## src/rtl/transpuesta_pkg.sv

```systemverilog
// Shared constants and state encoding for the row-DCT to transpose-buffer stage.
package transpuesta_pkg;

   // Row and column length of the 32x32 transform.
   localparam int LANES = 32;

   // Counters must reach 32, so they need six bits.
   localparam int CNT_W = 6;

   // Default first-stage shift for 32x32 blocks of 8-bit video.
   localparam int SHIFT1_32 = 4;

   // FILL loads rows into the transpose buffer; DRAIN unloads columns from it.
   typedef enum logic {
      FILL  = 1'b0,
      DRAIN = 1'b1
   } state_t;

endpackage

```

## src/rtl/dct_round_sat.sv

```systemverilog
// Per-lane rounding right shift with saturation to the output width.
module dct_round_sat
   import transpuesta_pkg::*;
#(
   parameter int IN_WIDTH  = 25,
   parameter int OUT_WIDTH = 21,
   parameter int SHIFT     = SHIFT1_32
) (
   input  logic [IN_WIDTH-1:0]  x,
   output logic [OUT_WIDTH-1:0] y
);

   // Saturation limits, held one bit wider than the input so the rounding add cannot overflow.
   localparam logic signed [IN_WIDTH:0] MAXV =
      {{(IN_WIDTH - OUT_WIDTH + 2){1'b0}}, {(OUT_WIDTH - 1){1'b1}}};
   localparam logic signed [IN_WIDTH:0] MINV = ~MAXV;

   logic signed [IN_WIDTH:0] x_ext;
   logic signed [IN_WIDTH:0] shifted;

   assign x_ext = signed'({x[IN_WIDTH-1], x});

   // A zero shift passes the value straight through, with no rounding offset.
   generate
      if (SHIFT == 0) begin : g_pass
         assign shifted = x_ext;
      end else begin : g_round
         localparam logic [IN_WIDTH:0] RND = {{IN_WIDTH{1'b0}}, 1'b1} << (SHIFT - 1);
         logic signed [IN_WIDTH:0] sum;
         assign sum     = signed'(x_ext + RND);
         assign shifted = sum >>> SHIFT;
      end
   endgenerate

   // Clamp the shifted value into the signed range of the output lane.
   always_comb begin
      y = shifted[OUT_WIDTH-1:0];
      if (shifted > MAXV) begin
         y = MAXV[OUT_WIDTH-1:0];
      end else if (shifted < MINV) begin
         y = MINV[OUT_WIDTH-1:0];
      end
   end

endmodule

```

## src/rtl/transpuesta_ctrl.sv

```systemverilog
// Scales first-stage DCT rows into the 32x32 transpose buffer, then sequences the column unloads.
// The buffer's active-high reset is expected to be driven externally with the inverse of rst.
module transpuesta_ctrl
   import transpuesta_pkg::*;
#(
   parameter int IN_WIDTH  = 25,
   parameter int OUT_WIDTH = 21,
   parameter int SHIFT     = SHIFT1_32
) (
   input  logic                       clk,
   input  logic                       rst,
   input  logic                       in_valid,
   output logic                       in_ready,
   input  logic [LANES*IN_WIDTH-1:0]  in_row,
   output logic [LANES*OUT_WIDTH-1:0] tr_x,
   output logic                       tr_load,
   output logic                       tr_unload,
   output logic                       out_valid,
   input  logic                       out_ready,
   output logic                       out_first,
   output logic                       out_last,
   output logic                       busy
);

   state_t                    state;
   state_t                    state_nxt;
   logic [CNT_W-1:0]          acc_cnt;
   logic [CNT_W-1:0]          ld_cnt;
   logic [CNT_W-1:0]          col_cnt;
   logic                      stg_valid;
   logic                      accept;
   logic                      last_load;
   logic                      last_unload;
   logic [LANES*OUT_WIDTH-1:0] scaled;

   // One rounding/saturation slice per lane.
   generate
      for (genvar i = 0; i < LANES; i++) begin : g_lane
         dct_round_sat #(
            .IN_WIDTH  (IN_WIDTH),
            .OUT_WIDTH (OUT_WIDTH),
            .SHIFT     (SHIFT)
         ) u_round_sat (
            .x (in_row[i*IN_WIDTH +: IN_WIDTH]),
            .y (scaled[i*OUT_WIDTH +: OUT_WIDTH])
         );
      end
   endgenerate

   assign accept      = in_valid && in_ready;
   assign last_load   = tr_load && (ld_cnt == CNT_W'(LANES - 1));
   assign last_unload = tr_unload && (col_cnt == CNT_W'(LANES - 1));

   // State register; a reset anywhere in a block simply discards it.
   always_ff @(posedge clk) begin
      if (!rst) begin
         state <= FILL;
      end else begin
         state <= state_nxt;
      end
   end

   // Enter DRAIN once the 32nd row is captured, return to FILL after the 32nd column.
   always_comb begin
      state_nxt = state;
      case (state)
         FILL:    if (last_load)   state_nxt = DRAIN;
         DRAIN:   if (last_unload) state_nxt = FILL;
         default: state_nxt = FILL;
      endcase
   end

   // Handshake and strobe outputs decoded from state, counters and the row stage.
   always_comb begin
      in_ready  = rst && (state == FILL) && (acc_cnt < CNT_W'(LANES));
      tr_load   = stg_valid;
      tr_unload = (state == DRAIN) && out_ready;
      out_valid = (state == DRAIN);
      out_first = (state == DRAIN) && (col_cnt == '0);
      out_last  = (state == DRAIN) && (col_cnt == CNT_W'(LANES - 1));
      busy      = (state == DRAIN) || stg_valid;
   end

   // Accept, load and column counters for the current block.
   always_ff @(posedge clk) begin
      if (!rst) begin
         acc_cnt <= '0;
         ld_cnt  <= '0;
         col_cnt <= '0;
      end else begin
         if (accept) begin
            acc_cnt <= acc_cnt + CNT_W'(1);
         end
         if (last_load) begin
            acc_cnt <= '0;
         end
         if (tr_load) begin
            ld_cnt <= ld_cnt + CNT_W'(1);
         end
         if (tr_unload) begin
            col_cnt <= col_cnt + CNT_W'(1);
         end
         if (last_unload) begin
            col_cnt <= '0;
            ld_cnt  <= '0;
         end
      end
   end

   // Row stage: holds the scaled row for the single cycle the buffer needs to capture it.
   always_ff @(posedge clk) begin
      if (!rst) begin
         stg_valid <= 1'b0;
         tr_x      <= '0;
      end else begin
         stg_valid <= accept;
         if (accept) begin
            tr_x <= scaled;
         end
      end
   end

   // Loading and unloading the buffer in the same cycle would corrupt it.
   a_no_load_unload : assert property (@(posedge clk) disable iff (!rst) !(tr_load && tr_unload));

endmodule

```

## config.mk

```make
export PLATFORM = sky130hd
export DESIGN_NAME = transpuesta_ctrl
export DESIGN_NICKNAME = d
export VERILOG_FILES = /design/src/rtl/transpuesta_pkg.sv /design/src/rtl/dct_round_sat.sv /design/src/rtl/transpuesta_ctrl.sv
export SDC_FILE = /design/constraint.sdc
export NUM_CORES = 2
export LEC_CHECK = 0
export ABC_AREA = 0
export CAP_MARGIN = 10
export CORE_AREA = 3 3 578 580
export CTS_CLUSTER_DIAMETER = 100
export DETAILED_ROUTE_END_ITERATION = 8
export DIE_AREA = 0 0 581 583
export GPL_TIMING_DRIVEN = 0
export PLACE_DENSITY = 0.33
export REMOVE_ABC_BUFFERS = 1
export SETUP_SLACK_MARGIN = 0.2
export SLEW_MARGIN = 40
export SYNTH_ARGS = -nofsm -noshare
export SYNTH_HDL_FRONTEND = slang
export SYNTH_SLANG_ARGS = --single-unit
export TNS_END_PERCENT = 100
```

## constraint.sdc

```tcl
create_clock -name clk -period 2.9 [get_ports clk]
set_input_delay 0.725 -clock clk [delete_from_list [all_inputs] [get_ports clk]]
set_output_delay 0.725 -clock clk [all_outputs]
set_load 0.05 [all_outputs]
```

==> results.txt <==
----------------------------------------------------
[STA]
  Tightest hold margin ... slightly above 0.3 ns
  Period Utilization, post-route ... 0.907
  Final hold vios ... 0
  Number of slew-limit violations in the final report ... 0
  Slew at the pin closest to its max-slew limit ... 0.855 ns
  Setup repair after global routing missed its margin ... yes
  Setup TNS after final layout ... 0 ns
  Slew margin rel. ... 0.432
  Maximum operating frequency ... 380 MHz
  Setup Skew ... 0.0539 ns
  Final setup vio count ... 0
  Minimum clock period ... 2.63 ns

[CTS]
  Number of buffers added by the clock tree synthesis step ... 107
  Hold buffer count at cts ... 0
  Clk root buf ... clkbuf_16
  Maximum level of the CTS H-tree ... 3
  Insertion delay of the later-clocked pin in the worst-skew pair ... approximately 0.85 ns
  CTS tree ... yes
  Worst-path clk slew ... around 0.07 ns
  Clock sink count ... 692
  CTS max path bufs ... 4

[Floorplanning]
  Initial cell density of the core ... 0.113
  FP Rows ... 211
  Die span in x ... 581 µm
  DIE AREA ... around 340000 µm²
  Number of top-level pins ... between 1000 and 1500
  Total core area ... 330000 µm²
  Floorplan die height ... 583 µm

[Global routing]
  Global-route wire length before repair ... 370 mm
  Via count of the first global-routing pass ... 41927
  Maximum number of pins on one net before global-route repair ... 91
  Congestion Overflow GR ... 0
  Antenna violations before repair ... 105
  GRT Total Usage ... 0.156

[Layout]
  P&R area growth vs syn ... 66.0%
  Post-Layout Inst Area ... 61600 µm²
  Post-route non-filler standard cell count ... 10567
  Most used cells in the layout excluding fill and tap cells ... 705 x clkdlybuf4s50_1, 692 x o21ai_0, 689 x dfxtp_1, 592 x a21oi_1, 534 x nand2_1
  Number of inserted filler cells in the final layout ... 36942
  Fraction of layout instances using a drive strength above 1 ... 0.0894
  Leading cell type in the layout, fill and taps excluded ... clkdlybuf4s50_1
  Final #Nets ... 6932

[Worst setup path]
  Critical Path Source Type ... input pin
  Critical Path Sink Type ... flop
  Maximum single-stage delay on the critical path ... 0.65 ns
  Cells along the critical path ... clkdlybuf4s50_1 -> ha_1 -> nand4_1 -> or4_1 -> o41ai_1 -> o21ai_0 -> and2_1
  Crit path max-delay cell type ... o41ai_1
  Data arrival time of the worst path ... 3.32 ns
  Class of the most critical setup path ... input pin to flop
  Crit path required time ... around 3.6 ns
  Largest driver fanout on the critical path ... 5

[Detailed routing]
  Final routed wire length divided by cell count ... 26.3 µm
  Number of design rule violations left after detail routing ... 0
  DR vias ... around 42000
  Average via count per standard cell ... around 4.0
  Initial DRC count ... 2032
  Detailed Route WL ... 278 mm
  Number of iterations in the first detailed-routing pass ... 7
  Antenna Violating Nets Remaining ... 0

[Logic synthesis]
  Synth async-reset ratio ... 0
  Yosys warning count ... 0
  Predominant post-synthesis flop cell ... dfxtp_1
  Number of storage elements in the synthesis netlist ... approximately 690
  Cells after synthesis ... approximately 4800
  Largest area contributor in the netlist ... dfxtp_1
  Synthesized area per cell ... ~7.8 µm²
  Number of different library cells in the post-synthesis netlist ... 64
  Number of synthesized flops with an enable pin ... 0
  Post-synthesis sequential area ratio ... 0.373
  Yosys top cell area share ... 0.373
  Cells taking the most area after synthesis ... dfxtp_1 37%, o21ai_0 9.3%, a21oi_1 8.0%
  Netlist area before placement ... 37100 µm²

[Placed design]
  Number of cells in the design after placement ... 10314
  Input/output buffers ... between 1000 and 1500
  Final weighted congestion of routability-driven global placement ... 0.903
  Dpl cell area ... 56300 µm²
  Half-perimeter wire length after placement ... 224 mm

[Pwr]
  Power density of the placed cells ... 537 nW/µm²
  Static leakage power ... 26.8 nW
  Largest voltage drop on the vdd net ... 404 µV

[Outcome]
  Result of the run ... complete, no violations

[Min path]
  Hold/Removal Path Class ... input pin to flop

[Flow run]
  Number of maximum-capacitance constraint violations ... 0

----------------------------------------------------
==> cell type report <==
class | instances | area [µm²] | area share
repair inverters | 2 | 17.5 | 0.000284
well taps | 4366 | 5460 | 0.0887
inverters | 80 | 317 | 0.00514
multi-input cells | 3740 | 22600 | 0.366
repair buffers | 1469 | 15500 | 0.251
diodes | 28 | 70.1 | 0.00114
clock inverters | 53 | 823 | 0.0134
flip-flops and latches | 692 | 13900 | 0.225
clock buffers | 137 | 3020 | 0.0491
==> routing by layer <==
| metal | vias to the layer above | share of wire | GRT usage |
|---|---|---|---|
| met5 | - | 0.0024 | 0 |
| met1 | 20212 | 0.37 | 0.162 |
| met2 | 1380 | 0.48 | 0.265 |
| met4 | 96 | 0.028 | 0.0469 |
| met3 | 353 | 0.13 | 0.0882 |
| li1 | 19999 | - | - |
==> where the power goes <==
| group | switching [mW] | leakage (nW) | internal, mW |
|---|---|---|---|
| combinational | 5.38 | 19.2 | 2.58 |
| clock | 5.62 | 1.87 | 9.02 |
| sequential | 0.337 | 5.71 | 10.2 |
==> per-stage QoR <==
stage,power (mW),utilization,setup slack (ns)
finish,33.1,0.187,0.269
global route,34.6,0.187,0.183
CTS,34.0,0.184,0.0502
detailed placement,18.8,0.171,-1.90
global placement,19.1,0.168,-53.82
floorplan,14.4,-,-9.42
==> synth_stat cells, drive strengths merged, types with 37 or more instances <==
cell type	count
and3	60
nand3	258
nand4	227
o21ai	695
clkbuf	242
a21oi	595
xor2	328
nor3	130
nor2	144
nand2	535
nand2b	37
dfxtp	692
and4	55
xnor2	237
inv	80
nor4	98
==> worst max-delay path: cells and delay by family <==
family                   cells  cell delay, ns
AND/OR/NAND/NOR              3            1.04
AO/OA/AOI/OAI                2            0.80
buffers and inverters        1            0.51
adder cells (fa/ha/maj)      1            0.24
==> repair_timing <==
action	CTS	global route
endpoints found under the setup margin	1190	408
gates resized for setup	454	330
pin swaps	3	4
buffers inserted	9	9
cloned	16	1
==> logic make-up (layout without fill, tap and decap cells) <==
kind of cell	count (synthesis)	after routing	share of synthesized area
xor+xnor	565	565	0.133
mux	14	14	0.00381
buf+inv	355	1741	0.0372
compound gates	1484	1484	0.213
other cells	0	28	0
fa+ha+maj	36	36	0.0121
simple gates	1641	1641	0.227
flops	692	692	0.373
==> final timing paths <==
path | to | cells past startpoint | slack [ns] | from
setup / recovery | tr_x[188] | 7 | 0.27 | in_row[203]
hold / removal | tr_x[661] | 3 | 0.30 | rst
setup reg to reg | tr_x[82] | 11 | 0.40 | out_valid
hold reg to reg | tr_x[461] | 2 | 0.45 | tr_x[461]
==> registers in the layout (all words and copies together) (netlist names) <==
signal	cells
ld_cnt	6
tr_x	672
out_valid	1
acc_cnt	6
col_cnt	6
tr_load	1
Power figures use the tool's default switching activity.
